`src/rtl/mastermind_game_ctrl.sv`:
```
`default_nettype none
// +--------------------------------------------------------------------------+
// | mastermind_game_ctrl: debounced push-button game sequencer for a         |
// | Mastermind core. MM_FIXED_CODE_EN selects FIXED_CODE instead of an LFSR. |
// | Revision: 1.0                                                            |
// +--------------------------------------------------------------------------+
module mastermind_game_ctrl #(
  parameter logic [15:0] DB_CYCLES    = 16'd1000,
  parameter logic [3:0]  MAX_ATTEMPTS = 4'd10,
  parameter logic [15:0] FIXED_CODE   = 16'h1234
) (
  input  logic        clk,
  input  logic        rst,
  input  logic        pb_i,
  input  logic [15:0] guess_i,
  input  logic [7:0]  positions_matched_i,
  input  logic [7:0]  numbers_matched_i,
  output logic [15:0] code_o,
  output logic [15:0] guess_o,
  output logic [7:0]  result_pos_o,
  output logic [7:0]  result_num_o,
  output logic        result_valid_o,
  output logic [3:0]  attempts_o,
  output logic [2:0]  state_o,
  output logic        lock_o
);

  localparam logic [2:0] S_IDLE = 3'd0;
  localparam logic [2:0] S_PLAY = 3'd1;
  localparam logic [2:0] S_EVAL = 3'd2;
  localparam logic [2:0] S_WIN  = 3'd3;
  localparam logic [2:0] S_LOSE = 3'd4;

  logic [1:0]  sync_q, sync_d;
  logic        db_level_q, db_level_d;
  logic [15:0] db_cnt_q, db_cnt_d;
  logic        w_press;
  logic [15:0] w_code_src;

  logic [2:0]  state_q, state_d;
  logic [15:0] code_q, code_d;
  logic [15:0] guess_q, guess_d;
  logic [7:0]  result_pos_q, result_pos_d;
  logic [7:0]  result_num_q, result_num_d;
  logic        result_valid_q, result_valid_d;
  logic [3:0]  attempts_q, attempts_d;
  logic        lock_q, lock_d;
  logic [3:0]  w_attempts_inc;

`ifdef MM_FIXED_CODE_EN
  assign w_code_src = FIXED_CODE;
`else
  localparam logic [15:0] LFSR_SEED = 16'hACE1;

  logic [15:0] lfsr_q, lfsr_d;

  // Fibonacci taps 16,14,13,11 shifting toward the MSB
  always_comb begin
    lfsr_d = {lfsr_q[14:0], lfsr_q[15] ^ lfsr_q[13] ^ lfsr_q[12] ^ lfsr_q[10]};
  end

  always_ff @(posedge clk) begin
    if (rst) lfsr_q <= LFSR_SEED;
    else     lfsr_q <= lfsr_d;
  end

  // The all-zero fallback is unreachable from a non-zero seed; it only guards against a bad seed edit.
  assign w_code_src = (lfsr_q == 16'h0000) ? FIXED_CODE : lfsr_q;
`endif

  always_comb begin
    sync_d     = {sync_q[0], pb_i};
    db_cnt_d   = 16'd0;
    db_level_d = db_level_q;
    w_press    = 1'b0;
    if (sync_q[1] != db_level_q) begin
      if ((db_cnt_q + 16'd1) >= DB_CYCLES) begin
        db_level_d = sync_q[1];
        w_press    = sync_q[1];
      end else begin
        db_cnt_d = db_cnt_q + 16'd1;
      end
    end
  end

  assign w_attempts_inc = (attempts_q < MAX_ATTEMPTS) ? attempts_q + 4'd1 : attempts_q;

  always_comb begin
    state_d        = state_q;
    code_d         = code_q;
    guess_d        = guess_q;
    result_pos_d   = result_pos_q;
    result_num_d   = result_num_q;
    result_valid_d = 1'b0;
    attempts_d     = attempts_q;
    case (state_q)
      S_IDLE: begin
        if (w_press) begin
          code_d       = w_code_src;
          attempts_d   = 4'd0;
          result_pos_d = 8'd0;
          result_num_d = 8'd0;
          state_d      = S_PLAY;
        end
      end
      S_PLAY: begin
        if (w_press) begin
          guess_d = guess_i;
          state_d = S_EVAL;
        end
      end
      S_EVAL: begin
        // Any press landing here is intentionally dropped
        result_pos_d   = positions_matched_i;
        result_num_d   = numbers_matched_i;
        result_valid_d = 1'b1;
        attempts_d     = w_attempts_inc;
        if (positions_matched_i == 8'd4)        state_d = S_WIN;
        else if (w_attempts_inc == MAX_ATTEMPTS) state_d = S_LOSE;
        else                                     state_d = S_PLAY;
      end
      S_WIN, S_LOSE: begin
        if (w_press) state_d = S_IDLE;
      end
      default: state_d = S_IDLE;
    endcase
    lock_d = (state_d != S_WIN);
  end

  always_ff @(posedge clk) begin
    if (rst) begin
      sync_q         <= 2'b00;
      db_level_q     <= 1'b0;
      db_cnt_q       <= 16'd0;
      state_q        <= S_IDLE;
      code_q         <= 16'd0;
      guess_q        <= 16'd0;
      result_pos_q   <= 8'd0;
      result_num_q   <= 8'd0;
      result_valid_q <= 1'b0;
      attempts_q     <= 4'd0;
      lock_q         <= 1'b1;
    end else begin
      sync_q         <= sync_d;
      db_level_q     <= db_level_d;
      db_cnt_q       <= db_cnt_d;
      state_q        <= state_d;
      code_q         <= code_d;
      guess_q        <= guess_d;
      result_pos_q   <= result_pos_d;
      result_num_q   <= result_num_d;
      result_valid_q <= result_valid_d;
      attempts_q     <= attempts_d;
      lock_q         <= lock_d;
    end
  end

  assign code_o         = code_q;
  assign guess_o        = guess_q;
  assign result_pos_o   = result_pos_q;
  assign result_num_o   = result_num_q;
  assign result_valid_o = result_valid_q;
  assign attempts_o     = attempts_q;
  assign state_o        = state_q;
  assign lock_o         = lock_q;

endmodule
`default_nettype wire

```
`config.mk`:
```
export PLATFORM = sky130hd
export DESIGN_NAME = mastermind_game_ctrl
export DESIGN_NICKNAME = d
export VERILOG_FILES = /design/src/rtl/mastermind_game_ctrl.sv
export SDC_FILE = /design/constraint.sdc
export NUM_CORES = 1
export LEC_CHECK = 0
export ABC_AREA = 1
export BUFFER_PORTS_ARGS = -buffer_cell sky130_fd_sc_hd__buf_2
export CORE_UTILIZATION = 53
export CTS_BUF_LIST = sky130_fd_sc_hd__clkbuf_16
export DETAILED_ROUTE_END_ITERATION = 8
export PLACE_DENSITY = 0.82
export SYNTH_ARGS = -nofsm -noshare
export SYNTH_HDL_FRONTEND = slang
export SYNTH_SLANG_ARGS = --single-unit
```
`constraint.sdc`:
```
create_clock -name clk -period 2.3 [get_ports clk]
set_input_delay 0 -clock clk [delete_from_list [all_inputs] [get_ports clk]]
set_output_delay 0 -clock clk [all_outputs]
set_load 0.03 [all_outputs]
```
==> impl_results.md, run 1 <==
* Status: complete, no violations
* Hold Slack at 0.2072 ns
* Clock sink count at 92
* DP HPWL at 6077 µm
* Worst setup path class: register to register
* Final core occ at 73.37%
* Global-route wire length before repair at 15730 µm
* Mapped Area at 3789 µm²
* Vias per inst at 5.301
* Initial core utilization at 55.46%
* Final setup viols at 0
* Sw frac at 22.28%
* Pwr Total at 3.450 mW
* Seq cells post-synth at 92
* Initial drt markers at 235
* FF/Latch Area at 1843 µm²
* Worst IR Drop VDD at 442.9 µV
* Drt pass-1 iters at 5
* Max Fclk at 477.6 MHz
* CP endpoint kind: register
* Max_slew headroom at 32.52%
* Buffers & Inverters on Critical Path at 3
* IO Count at 92
* Number of buffers inserted by port buffering at 91
* Row count at 30
* Pins Over Slew Limit at 0
* Remaining DRCs at 0
* Net Sw Power at 0.7686 mW
* Worst-case clock buffer depth at 2
* Post-Syn Instances at 479
* Diode count at 0
* FFs w/ async S/R, synth at 0%
* WL/cell at 14.02 µm
* Place WS at 0.1701 ns
* CTS H-tree lvls at 3
* Non-Filler Instances at 711
* GRT Residual Overflow at 0
* Clock latency on the worst-skew pair at 0.34 ns
* WHS Path Cells at 3
* Post-synth EDFFs at 0
* Reg2Reg Depth at 13
* Logic pwr share at 7.6%
* Largest net degree at the start of global routing at 45
* Fin nets at 648
* Max Cap Viol at 0
* Final critical-path share of the clock period at 91.04%
* Hold/Removal Path Class: primary input to register
* Clock skew at 0.007816 ns
* Cell mode on critical path: nand2_1
* Crit path DAT at 2.36 ns
* Post-DP Area at 4335 µm²
* Slowest-stage cell, CP: dfxtp_1
* Setup tns final at 0 ns
* Die Area at 7491 µm²
* Critical path depth at 13
* Setup WS post-layout at 0.2061 ns
* Via count at 3769
* Slew @ Worst Pin at 1.006 ns
* Clock slew at reported path FFs at 0.06 ns
* Layout fillers at 515
* Critical path, cell by cell: ha_2, nand3_2, inv_2, nand3b_1, nand2_1, nand2_1, nor2_1, nand2_1, nand3_4, buf_6, buf_4, nand4_1, a21oi_1
* Final hold vios at 0
* Fraction of layout cells with a size suffix above 1 at 24.39%
* YS warnings at 0
* Clk pwr share at 44.2%
* Static Leak at 2.208 nW
* Distinct cells, synth at 36
* PwrDens at 688.3 nW/µm²
* Cells after DPL at 659
* Top FF cell, synth: dfxtp_1
* Chip height at 86.55 µm
* P&R area growth vs syn at 32.30%
* Antenna Nets Post-Route at 0
* CTS Buf Count at 9
* Gr usage total at 26.95%
* Final wirelength at 9969 µm
* RSZ-0062 raised after global routing: false
* Int Power at 2.681 mW
* Core Area at 6832 µm²
* Root buffer cell: clkbuf_16
* CP peak stage delay at 0.38 ns
* Initial antenna violation count at 0
* Vias in the first global route at 3582
* Crit path required time at 2.56 ns
* CTS tree: done
* Multi-input logic area at 1679 µm²
* Register area share after synthesis at 48.61%
* Syn Area/Cell at 7.909 µm²
* Critical Path Fanout Max at 12
* Gpl congestion at 0.8952
* CP Launch Type: register
* Top Family by Delay on Critical Path: simple AND/OR/NAND/NOR gates
* Fin area at 5012 µm²
* Die Wd at 86.55 µm
* Post-layout min period at 2.094 ns
* Sequential Power Share at 48.2%
[synthesized netlist by cell type (2+ instances only)]
library cell | number | area [µm²]
nor2_1 | 33 | 123.9
nand2_2 | 3 | 18.77
ha_1 | 2 | 25.02
xnor2_1 | 4 | 35.03
nor2_4 | 3 | 33.78
nand3b_1 | 3 | 22.52
inv_1 | 46 | 172.7
nand3_4 | 3 | 52.55
o21ai_1 | 6 | 30.03
buf_1 | 3 | 11.26
buf_4 | 3 | 22.52
nand4_1 | 43 | 269.0
o22ai_2 | 7 | 87.58
nand3_1 | 13 | 65.06
nand2_1 | 122 | 457.9
o21ai_2 | 3 | 26.28
nor4_1 | 3 | 18.77
nor2_2 | 5 | 31.28
a21oi_1 | 39 | 195.2
o21ai_0 | 10 | 50.05
or2_2 | 3 | 18.77
xor2_1 | 2 | 17.52
buf_6 | 2 | 22.52
dfxtp_1 | 92 | 1842
clkinv_1 | 2 | 7.510
nor3_1 | 4 | 20.02
clkbuf_1 | 11 | 41.29
[power by group through the flow]
stage	Sequential, mW	Combinational, mW	Clock (mW)
6_report	1.66	0.263	1.52
5_1_grt	1.67	0.284	1.60
4_1_cts	1.66	0.252	1.54
3_5_place_dp	1.70	0.207	0
3_3_place_gp	1.70	0.202	0
2_1_floorplan	1.72	0.115	0
[per-layer routing]
layer | vias up | track usage [%] | routed length [µm]
li1 | 1846 | - | -
met1 | 1768 | 30.54 | 4005
met2 | 138 | 49.13 | 5240
met3 | 17 | 6.667 | 565
met4 | 0 | 9.545 | 158
met5 | - | 0 | 0
[kinds of logic after synthesis]
family | after synthesis | synth area share [%]
AND/OR/NAND/NOR | 240 | 30.45
other | 1 | 0.09898
adder cells (fa/ha/maj) | 2 | 0.6604
AO/OA/AOI/OAI | 68 | 10.83
XOR/XNOR | 6 | 1.387
flip-flops | 92 | 48.61
buffers and inverters | 70 | 7.959
[flip-flops by register name (all words and copies together) (netlist names)]
name and cells:
attempts_o 4, code_o 16, db_cnt_q 16, db_level_q 1, guess_o 16, lfsr_q 16, lock_o 1, result_num_o 8
result_pos_o 8, result_valid_o 1, state_o 3, sync_q 2
[timing repair]
item	in CTS	in global routing
setup endpoints to repair	0	41
resized for setup	0	3
hold endpoints to repair	33	0
hold buffers	33	0
buffers inserted	0	3
[worst register-to-register path: cells and delay by family, from the launching register on]
kind / cells / cell delay (ns)
and+or+nand+nor: 8 / 0.78
adders and majority gates: 1 / 0.22
buffers and inverters: 3 / 0.48
AOI/OAI and AO/OA: 1 / 0.18
DFF: 1 / 0.38
[cell type report]
| cell class | count | area share [%] |
|---|---|---|
| Multi-Input combinational cell | 323 | 33.50 |
| Clock inverter | 6 | 1.623 |
| Inverter | 49 | 3.669 |
| Timing Repair Buffer | 136 | 17.55 |
| Tap cell | 96 | 2.396 |
| Sequential cell | 92 | 36.77 |
| Clock buffer | 9 | 4.493 |
[cells in the final DEF, fill, tap and decap left out, types with 4 or more instances in the layout]
| master | n |
|---|---|
| nand2_1 | 122 |
| dfxtp_1 | 91 |
| buf_2 | 91 |
| inv_1 | 47 |
| nand4_1 | 43 |
| a21oi_1 | 39 |
| dlygate4sd3_1 | 33 |
| nor2_1 | 32 |
| nand3_1 | 13 |
| buf_4 | 11 |
| o21ai_0 | 10 |
| clkbuf_16 | 9 |
| o22ai_2 | 7 |
| nor2_2 | 6 |
| o21ai_1 | 6 |
| conb_1 | 6 |
| xnor2_1 | 4 |
| nor3_1 | 4 |
[final timing paths]
path,start,endpoint,slack (ns)
worst max-delay path,db_cnt_q[1]$_SDFF_PP0_,guess_o[13]$_SDFFE_PP0P_,0.21
worst min-delay path,rst,sync_q[1]$_SDFF_PP0_,0.21
worst max register to register,db_cnt_q[1]$_SDFF_PP0_,guess_o[13]$_SDFFE_PP0P_,0.21
worst min register to register,sync_q[0]$_SDFF_PP0_,sync_q[1]$_SDFF_PP0_,0.41
Power figures use the tool's default switching activity.
==> run 2, diff against run 1 <==
--- a/config.mk
+++ b/config.mk
@@ -11,6 +11,7 @@
 export CTS_BUF_LIST = sky130_fd_sc_hd__clkbuf_16
 export DETAILED_ROUTE_END_ITERATION = 8
 export PLACE_DENSITY = 0.82
+export REMOVE_ABC_BUFFERS = 1
 export SYNTH_ARGS = -nofsm -noshare
 export SYNTH_HDL_FRONTEND = slang
 export SYNTH_SLANG_ARGS = --single-unit
==> impl_results.md, run 2 (synthesis results as in run 1) <==
* Clock sink count at 92 (unchanged)
* Remaining DRCs at 0 (unchanged)
* CTS H-tree lvls at 3 (unchanged)
* PwrDens at 656.7 nW/µm² (-4.6%)
* Gpl congestion at 0.8638 (-3.5%)
* Critical Path Fanout Max at 11 (-1)
* RSZ-0062 raised after global routing: false
* Crit path required time at 2.55 ns (about the same)
* Pins Over Slew Limit at 0 (unchanged)
* WL/cell at 13.56 µm (-3.3%)
* Setup WS post-layout at 0.1931 ns (-0.01305 ns)
* IO Count at 92 (unchanged)
* DP HPWL at 5991 µm (-1.4%)
* Worst-case clock buffer depth at 2 (unchanged)
* Worst IR Drop VDD at 370.9 µV (-16%)
* Drt pass-1 iters at 5 (unchanged)
* CTS Buf Count at 9 (unchanged)
* Clock skew at 0.009770 ns (+0.001953 ns)
* CP endpoint kind: register
* Worst setup path class: register to register
* Die Area at 7491 µm² (unchanged)
* Chip height at 86.55 µm (unchanged)
* Final setup viols at 0 (unchanged)
* Core Area at 6832 µm² (unchanged)
* Initial core utilization at 55.46% (unchanged)
* GRT Residual Overflow at 0 (unchanged)
* Vias per inst at 5.182 (-2.2%)
* Row count at 30 (unchanged)
* Most frequent cells in the layout: nand2_1 (122), dfxtp_1 (92), buf_2 (91)
* Vias in the first global route at 3581 (-0.028%)
* Via count at 3674 (-2.5%)
* Crit path DAT at 2.36 ns (about the same)
* Largest net degree at the start of global routing at 36 (-20%)
* Clock latency on the worst-skew pair at 0.33 ns (about the same)
* P&R area growth vs syn at 30.65%
* Final core occ at 72.45% (-0.92 points)
* CTS tree: done
* Hold Slack at 0.09545 ns (-0.1118 ns)
* Static Leak at 2.175 nW (-1.5%)
* Antenna Nets Post-Route at 0 (unchanged)
* Max Cap Viol at 0 (unchanged)
* Root buffer cell: clkbuf_16
* Diode count at 0 (unchanged)
* Gr usage total at 27.25% (+0.29 points)
* Final critical-path share of the clock period at 91.61% (+0.57 points)
* Layout fillers at 511 (-0.78%)
* Hold/Removal Path Class: primary input to register
* Number of buffers inserted by port buffering at 91 (unchanged)
* Fraction of layout cells with a size suffix above 1 at 23.82% (-0.57 points)
* Post-layout min period at 2.107 ns (+0.01305 ns)
* CP Launch Type: register
* Initial drt markers at 204 (-13%)
* Commonest non-fill, non-tap cell in the layout: nand2_1
* Place WS at 0.1526 ns (-0.01756 ns)
* Final wirelength at 9616 µm (-3.5%)
* Max Fclk at 474.6 MHz (-0.62%)
* Final hold vios at 0 (unchanged)
* Initial antenna violation count at 0 (unchanged)
* Global-route wire length before repair at 16040 µm (+2.0%)
* Fin nets at 646 (-0.31%)
* Die Wd at 86.55 µm (unchanged)
* Clock slew at reported path FFs at 0.06 ns (about the same)
* Status: complete, no violations
==> run 2: cell types whose count changed in the layout (fill, tap and decap cells not counted), sizes merged <==
| cell | change |
|---|---|
| buf | -1 |
| nand3 | -1 |
| bufinv | -2 |
| clkinvlp | +2 |
==> run 2: worst paths after layout <==
check                            to  cells after the start                   start  slack (ns)
max          code_o[8]$_SDFFE_PP0P_                     12  db_cnt_q[0]$_SDFF_PP0_        0.19
max reg2reg  code_o[8]$_SDFFE_PP0P_                     12  db_cnt_q[0]$_SDFF_PP0_        0.19
min            lfsr_q[3]$_SDFF_PP0_                      2                     rst         0.1
min reg2reg    sync_q[1]$_SDFF_PP0_                      2    sync_q[0]$_SDFF_PP0_        0.41
==> run 2: cell type report <==
cell class	count	area, µm²	area share (%)
Clock inverter	6	40.04	0.8089
Tap cell	96	120.1	2.427
Timing Repair Buffer	135	872.1	17.62
Inverter	49	183.9	3.716
Sequential cell	92	1842	37.21
Clock buffer	9	225.2	4.550
Multi-Input combinational cell	322	1667	33.67
==> run 2: per-layer routing <==
layer  global-route usage [%]  wire length (µm)  share of wire, %  vias up
li1                         -                 -                 -     1836
met1                    32.53              4008                42     1651
met2                    45.67              4739                49      155
met3                    6.667               590               6.1       32
met4                    13.94               278               2.9        0
met5                        0                 0                 0        -
==> run 2: worst max-delay path, cell delays in order (launching register included) <==
cell and delay [ns]:
dfxtp_1 0.41, ha_1 0.23, nand3_2 0.12, nor2_2 0.16
nand3_1 0.09, nand2_1 0.08, nand2_1 0.07, nor2_2 0.15
nand3_4 0.17, nand3_4 0.17, buf_4 0.20, nand2_1 0.07
a21oi_1 0.13
==> run 2: through the flow <==
step	TNS (ns)	total power, mW	std cells	cell area, µm²
3_3_place_gp	0	1.898	659	4335
2_1_floorplan	-3.318	1.812	463	3690
3_5_place_dp	0	1.903	659	4335
6_report	0	3.251	709	4950
5_1_grt	0	3.362	709	4950
4_1_cts	0	3.248	707	4931
==> run 2: where the power goes <==
group | leakage, nW | total, mW | internal, mW | switching [mW]
Sequential | 0.750 | 1.66 | 1.63 | 0.0282
Combinational | 1.30 | 0.259 | 0.110 | 0.150
Clock | 0.123 | 1.33 | 0.724 | 0.605
Total | 2.18 | 3.25 | 2.47 | 0.783
==> run 2: timing repair <==
action                                  CTS  global route
buffers inserted                          0             2
hold endpoints to repair                 33             0
gates resized for setup                   0             1
endpoints found under the setup margin    0            28
hold buffers                             33             0
